## config.mk

```make
export PLATFORM = sky130hd
export DESIGN_NAME = cpu6_ifid_fetchbuf_flat
export DESIGN_NICKNAME = d
export VERILOG_FILES = /design/src/rtl/cpu6_ifid_fetchbuf_if.sv /design/src/rtl/cpu6_ifid_fetchbuf.sv /design/src/flat_wrapper.sv
export SDC_FILE = /design/constraint.sdc
export NUM_CORES = 1
export LEC_CHECK = 0
export BUFFER_PORTS_ARGS = -buffer_cell sky130_fd_sc_hd__buf_4
export CAP_MARGIN = 25
export CORE_ASPECT_RATIO = 1.4
export CORE_MARGIN = 3
export CORE_UTILIZATION = 47
export DETAILED_ROUTE_END_ITERATION = 12
export PLACE_DENSITY = 0.75
export SLEW_MARGIN = 10
export SYNTH_ARGS = -nofsm -noshare
export SYNTH_HDL_FRONTEND = slang
export SYNTH_SLANG_ARGS = --single-unit
```

## constraint.sdc

```tcl
create_clock -name clk -period 2.8 [get_ports clk]
set_input_delay 0.28 -clock clk [delete_from_list [all_inputs] [get_ports clk]]
set_output_delay 0.28 -clock clk [all_outputs]
set_load 0.01 [all_outputs]
```

## src/rtl/cpu6_ifid_fetchbuf_if.sv

```systemverilog
// Fetch-to-decode buffer bus: fetch-return handshake, flush and decode-side head view.
// The fetch/control side uses the master modport; the buffer itself uses the slave modport.
interface cpu6_ifid_fetchbuf_if #(
  parameter int XLEN  = 32,
  parameter int DEPTH = 2
);
  localparam int CW = $clog2(DEPTH) + 1;

  logic            flash;
  logic            in_valid;
  logic            in_ready;
  logic [XLEN-1:0] in_pc;
  logic [XLEN-1:0] in_instr;
  logic            in_fault;
  logic            stallD;
  logic            validD;
  logic [XLEN-1:0] pcD;
  logic [XLEN-1:0] instrD;
  logic            faultD;
  logic            illegalD;
  logic [CW-1:0]   countD;

  modport master (
    output flash, in_valid, in_pc, in_instr, in_fault, stallD,
    input  in_ready, validD, pcD, instrD, faultD, illegalD, countD
  );

  modport slave (
    input  flash, in_valid, in_pc, in_instr, in_fault, stallD,
    output in_ready, validD, pcD, instrD, faultD, illegalD, countD
  );
endinterface

```

## src/rtl/cpu6_ifid_fetchbuf.sv

```systemverilog
// cpu6 fetch-to-decode buffer: DEPTH-entry FIFO of {pc, instr, fault} with flush.
// One-cycle latency, no in-to-out bypass; a bubble (pc=0, instr=NOP) is shown when empty.
// Optional feature: define CPU6_IFID_ILLEGAL_CHK_EN to flag non-32-bit encodings on illegalD.
module cpu6_ifid_fetchbuf #(
  parameter int              XLEN  = 32,
  parameter int              DEPTH = 2,
  parameter logic [XLEN-1:0] NOP   = XLEN'(32'h00000013)
) (
  input  logic                   clk,
  input  logic                   reset,
  cpu6_ifid_fetchbuf_if.slave    bus
);
  localparam int AW = $clog2(DEPTH);
  localparam int CW = AW + 1;

  // Entry storage
  logic [XLEN-1:0] mem_pc    [DEPTH];
  logic [XLEN-1:0] mem_instr [DEPTH];
  logic            mem_fault [DEPTH];

  // Pointers wrap naturally because DEPTH is a power of two
  logic [AW-1:0] rp_q, rp_d;
  logic [AW-1:0] wp_q, wp_d;
  logic [CW-1:0] count_q, count_d;

  logic full, empty, push, pop;

  // Handshake decode and next-state for pointers and occupancy
  always_comb begin
    // NOTE: every signal gets a default first so no path leaves it unassigned (no latch).
    full          = (count_q == CW'(DEPTH));
    empty         = (count_q == '0);
    bus.in_ready  = ~full & ~bus.flash;
    push          = bus.in_valid & bus.in_ready;
    pop           = ~empty & ~bus.stallD & ~bus.flash;
    rp_d          = rp_q;
    wp_d          = wp_q;
    count_d       = count_q;
    if (bus.flash) begin
      rp_d    = '0;
      wp_d    = '0;
      count_d = '0;
    end else begin
      if (pop)  rp_d = rp_q + AW'(1);
      if (push) wp_d = wp_q + AW'(1);
      count_d = count_q + CW'(push) - CW'(pop);
    end
  end

  // Pointer and occupancy registers
  always_ff @(posedge clk or posedge reset) begin
    // NOTE: sequential state uses non-blocking assignment so all flops update together.
    if (reset) begin
      rp_q    <= '0;
      wp_q    <= '0;
      count_q <= '0;
    end else begin
      rp_q    <= rp_d;
      wp_q    <= wp_d;
      count_q <= count_d;
    end
  end

  // Entry write on push
  always_ff @(posedge clk) begin
    // NOTE: entries are not reset; occupancy gates every read, so their contents are don't-care.
    if (push) begin
      mem_pc[wp_q]    <= bus.in_pc;
      mem_instr[wp_q] <= bus.in_instr;
      mem_fault[wp_q] <= bus.in_fault;
    end
  end

  // Head view: entry at rp when occupied, otherwise a bubble
  always_comb begin
    bus.validD = ~empty;
    bus.countD = count_q;
    bus.pcD    = '0;
    bus.instrD = NOP;
    bus.faultD = 1'b0;
    if (!empty) begin
      bus.pcD    = mem_pc[rp_q];
      bus.instrD = mem_instr[rp_q];
      bus.faultD = mem_fault[rp_q];
    end
  end

`ifdef CPU6_IFID_ILLEGAL_CHK_EN
  // Flag compressed/16-bit encodings at the head; derived, never stored
  assign bus.illegalD = bus.validD & (bus.instrD[1:0] != 2'b11);
`else
  assign bus.illegalD = 1'b0;
`endif
endmodule

```

## src/flat_wrapper.sv

```systemverilog
// flat-port wrapper written by rule: the top's interface ports become plain ports
module cpu6_ifid_fetchbuf_flat 
#(
  parameter int              XLEN  = 32,
  parameter int              DEPTH = 2,
  parameter logic [XLEN-1:0] NOP   = XLEN'(32'h00000013)
)
  (clk, reset, bus_flash, bus_in_valid, bus_in_pc, bus_in_instr, bus_in_fault, bus_stallD, bus_in_ready, bus_validD, bus_pcD, bus_instrD, bus_faultD, bus_illegalD, bus_countD);
  cpu6_ifid_fetchbuf_if #(.XLEN(XLEN), .DEPTH(DEPTH)) bus_i ();
  input  logic clk;
  input  logic reset;
  input wire logic [$bits(bus_i.flash)-1:0] bus_flash;
  input wire logic [$bits(bus_i.in_valid)-1:0] bus_in_valid;
  input wire logic [$bits(bus_i.in_pc)-1:0] bus_in_pc;
  input wire logic [$bits(bus_i.in_instr)-1:0] bus_in_instr;
  input wire logic [$bits(bus_i.in_fault)-1:0] bus_in_fault;
  input wire logic [$bits(bus_i.stallD)-1:0] bus_stallD;
  output wire logic [$bits(bus_i.in_ready)-1:0] bus_in_ready;
  output wire logic [$bits(bus_i.validD)-1:0] bus_validD;
  output wire logic [$bits(bus_i.pcD)-1:0] bus_pcD;
  output wire logic [$bits(bus_i.instrD)-1:0] bus_instrD;
  output wire logic [$bits(bus_i.faultD)-1:0] bus_faultD;
  output wire logic [$bits(bus_i.illegalD)-1:0] bus_illegalD;
  output wire logic [$bits(bus_i.countD)-1:0] bus_countD;
  assign bus_i.flash = bus_flash;
  assign bus_i.in_valid = bus_in_valid;
  assign bus_i.in_pc = bus_in_pc;
  assign bus_i.in_instr = bus_in_instr;
  assign bus_i.in_fault = bus_in_fault;
  assign bus_i.stallD = bus_stallD;
  assign bus_in_ready = bus_i.in_ready;
  assign bus_validD = bus_i.validD;
  assign bus_pcD = bus_i.pcD;
  assign bus_instrD = bus_i.instrD;
  assign bus_faultD = bus_i.faultD;
  assign bus_illegalD = bus_i.illegalD;
  assign bus_countD = bus_i.countD;
  cpu6_ifid_fetchbuf #(.XLEN(XLEN), .DEPTH(DEPTH), .NOP(NOP)) u_core (.clk(clk), .reset(reset), .bus(bus_i));
endmodule
```

==> summary.md <==
| Metric | Value |
|---|---|
| Hold WS | 0.06558 ns |
| Clock network power share | 0.377 |
| Area leader, netlist | edfxtp_1 |
| Largest net degree at the start of global routing | 66 |
| Final ANT Viol Nets | 0 |
| Setup_tns | 0 ns |
| Yosys cell types | 23 |
| Storage cell area | 4008 sq um |
| Crit path DAT | approximately 2.1 ns |
| CP max-delay cell | dfrtp_4 |
| Layout area overhead | 32.46% |
| Initial drt markers | 146 |
| Max Clk Rate | 0.4185 GHz |
| Nets@finish | 523 |
| Io pins | 140 |
| Metal2 WL | 4834 um |
| CP Class | reg -> out |
| TritonCTS buffer count | 17 |
| Internal Power | 4.116 mW |
| Drt drc | 0 |
| CTS Buffer Depth | 2 |
| Max Cap Violations | 0 |
| First-pass GRT wire length | 15050 um |
| CP Cell Sequence | buf_12, mux2i_1, nor2_1, buf_4 |
| Share of layout cells above drive strength 1 | 0.3793 |
| Initial Util | 0.4912 |
| CTS Sinks | roughly 130 |
| Largest cells by area after synthesis | edfxtp_1, mux2i_1, nor2_1 |
| DP Area | 6337 sq um |
| Seq pwr share | 0.443 |
| Clk_lat worst skew | approximately 0.4 ns |
| CP required | 2.52 ns |
| CORE AREA | 10630 sq um |
| Worst clock skew | roughly 0.0075 ns |
| WL final | 9441 um |
| WL met1 | 3620 um |
| Worst Path Buf+Inv | 2 |
| Min Clock Period, post-route | around 2.4 ns |
| Initial antenna violation count | 0 |
| Post-synthesis cell count | 305 |
| Post-layout util | 0.6506 |
| Maximum VDD drop | 0.4979 mV |
| WL met3 | 721 um |
| Unrepaired setup endpoints after global routing | false |
| Std-Cell Rows | 44 |
| Detailed Place HPWL | 6065 um |
| GR Util All Layers | 0.1635 |
| DR WL/cell | 15.68 um |
| Switch share | 0.2460 |
| Reg clk slew, reported paths | 0.06 ns |
| Post-Syn Area | approximately 5200 sq um |
| Gpl congestion | approximately 0.75 |
| DIE AREA | 12420 sq um |
| Final hold violations | 0 |
| Final setup fails | 0 |
| Slew HR | 0.4668 |
| Cell area power density | 789.6 nW/um^2 |
| CP Max Fanout | 45 |
| Outcome | finished clean |
| Setup crit start kind | register |
| First-pass DRT Iterations | 4 |
| Vias per Instance | 4.919 |
| Congestion Overflow GR | 0 |
| Share of the synthesized area in the top cell type | 0.7480 |
| Comb power frac | 0.181 |
| Fillers | 766 |
| CP top delay family | flip-flops |
| Final Slew Violations | 0 |
| Fin crit share | 0.8535 |
| Worst Max-Slew Pin Slew | roughly 0.8 ns |
| Die X-Extent | 95.06 um |
| Chip height | 130.7 um |
| Highest routed layer | met4 |
| CTS HTree Levels | 4 |
| Seq cells post-synth | about 130 |
| Pleak | 2.599 nW |
| Critical Path Sink Type | output pin |
| Min-Delay Path Class | in -> reg |
| Via count | 2961 |
| Diodes inserted | 0 |
| Sequential-to-total area share from yosys stat | 0.7672 |
| Area occupied by multi-input gates | around 1000 sq um |
| Power Total | 5.458 mW |
| Resized Gates After CTS | 0 |
| CTS tree | done |
| Post-CTS Setup Bufs | 0 |
| Vias in the first global route | ~3.1k |
| Clk root buf | clkbuf_16 |
| Mapped Avg Cell Area | 17.11 sq um |
| Port buffer count | 138 |
| Syn Nets | ~380 |
| Final instance area | 6913 sq um |
| Yosys warns | 0 |
| Slowest stage delay, CP | 0.92 ns |
| Switching pwr | between 1 and 1.5 mW |
-- final timing paths --
path                                      start                endpoint  slack, ns  depth (start not counted)
setup / recovery                    u_core.rp_q             bus_pcD[21]       0.41                          4
hold / removal                     bus_in_pc[6]     u_core.mem_pc[1][6]       0.07                          1
setup reg to reg           u_core.bus.countD[0]  u_core.mem_instr[0][4]       1.02                          4
hold reg to reg                     u_core.wp_q             u_core.wp_q       0.62                          2
max in group asynchronous                 reset             u_core.rp_q       2.26                          3
min in group asynchronous                 reset    u_core.bus.countD[0]       0.36                          3
-- placed cells by master, fill, tap and decap left out, drive strengths merged, types with 3 or more instances in the layout --
cell type  instances
clkinvlp           3
nor2              64
edfxtp           130
dfrtp              4
inv                5
buf              142
mux2i             65
nand2              3
clkinv             9
clkbuf            18
-- cell type report --
class,instances,share of cell area
Clock buffer,18,0.06208
Clock inverter,14,0.01973
Inverter,5,0.002715
Multi-Input combinational cell,150,0.1497
Sequential cell,134,0.5797
Tap cell,138,0.02498
Timing Repair Buffer,143,0.1611
-- metal layers --
metal | global-route usage | vias up
met2 | 0.2679 | 123
met5 | 0 | -
li1 | - | 1414
met3 | 0.06300 | 17
met4 | 0.08071 | 0
met1 | 0.1875 | 1407
-- what timing repair did --
item                                    in CTS  in global routing
endpoints found under the setup margin       0                  0
hold endpoints to repair                     4                  0
hold buffers                                 1                  0
-- per-stage QoR --
step                      worst slack [ns]  std cells
after global placement              0.8139        569
after detailed placement            0.7784        569
after CTS                           0.3292        602
after global routing                0.2514        602
final                               0.4103        602
after floorplan                     0.6192        305
-- logic make-up after synthesis --
logic type	after synthesis	share of synthesized area
DFF	134	0.7672
muxes	65	0.1247
xor gates and xnor gates	1	0.001679
buffers and inverters	21	0.03644
and+or+nand+nor	76	0.05850
adders and majority gates	2	0.004794
other	1	0.0007186
AOI/OAI and AO/OA	5	0.005994
-- Yosys cell counts --
| cell | n |
|---|---|
| nor2_1 | 64 |
| dfrtp_1 | 4 |
| edfxtp_1 | 130 |
| conb_1 | 1 |
| buf_4 | 4 |
| mux2i_1 | 65 |
| a21oi_1 | 2 |
| nor2b_1 | 1 |
| or3_1 | 1 |
| a31o_2 | 1 |
| inv_1 | 5 |
| o21ai_1 | 1 |
| nand2_1 | 3 |
| a211oi_1 | 1 |
| nor3_1 | 2 |
| ha_1 | 2 |
| buf_2 | 6 |
| nand2b_1 | 1 |
| buf_12 | 5 |
| and2_1 | 2 |
| and3_1 | 2 |
| xor2_1 | 1 |
| buf_6 | 1 |
-- power by group through the flow --
stage               combinational (mW)  clock, mW  sequential (mW)
detailed placement                1.01          0             2.46
global placement                 0.991          0             2.45
CTS                               1.01       2.10             2.42
finish                           0.985       2.06             2.42
floorplan                        0.607          0             2.40
global route                      1.08       2.19             2.43
-- registers in the layout, summed over array words and instances (netlist names) --
register           flops
u_core.rp_q            1
u_core.mem_pc         64
u_core.mem_fault       2
u_core.wp_q            1
u_core.mem_instr      64
u_core.bus.countD      2
-- worst reg2reg max path, stage by stage, from the launching register on --
cell     delay (ns)
dfrtp_1        0.43
inv_1          0.09
a21oi_1        0.30
and3_2         0.26
buf_12         0.32
Power figures use the tool's default switching activity.
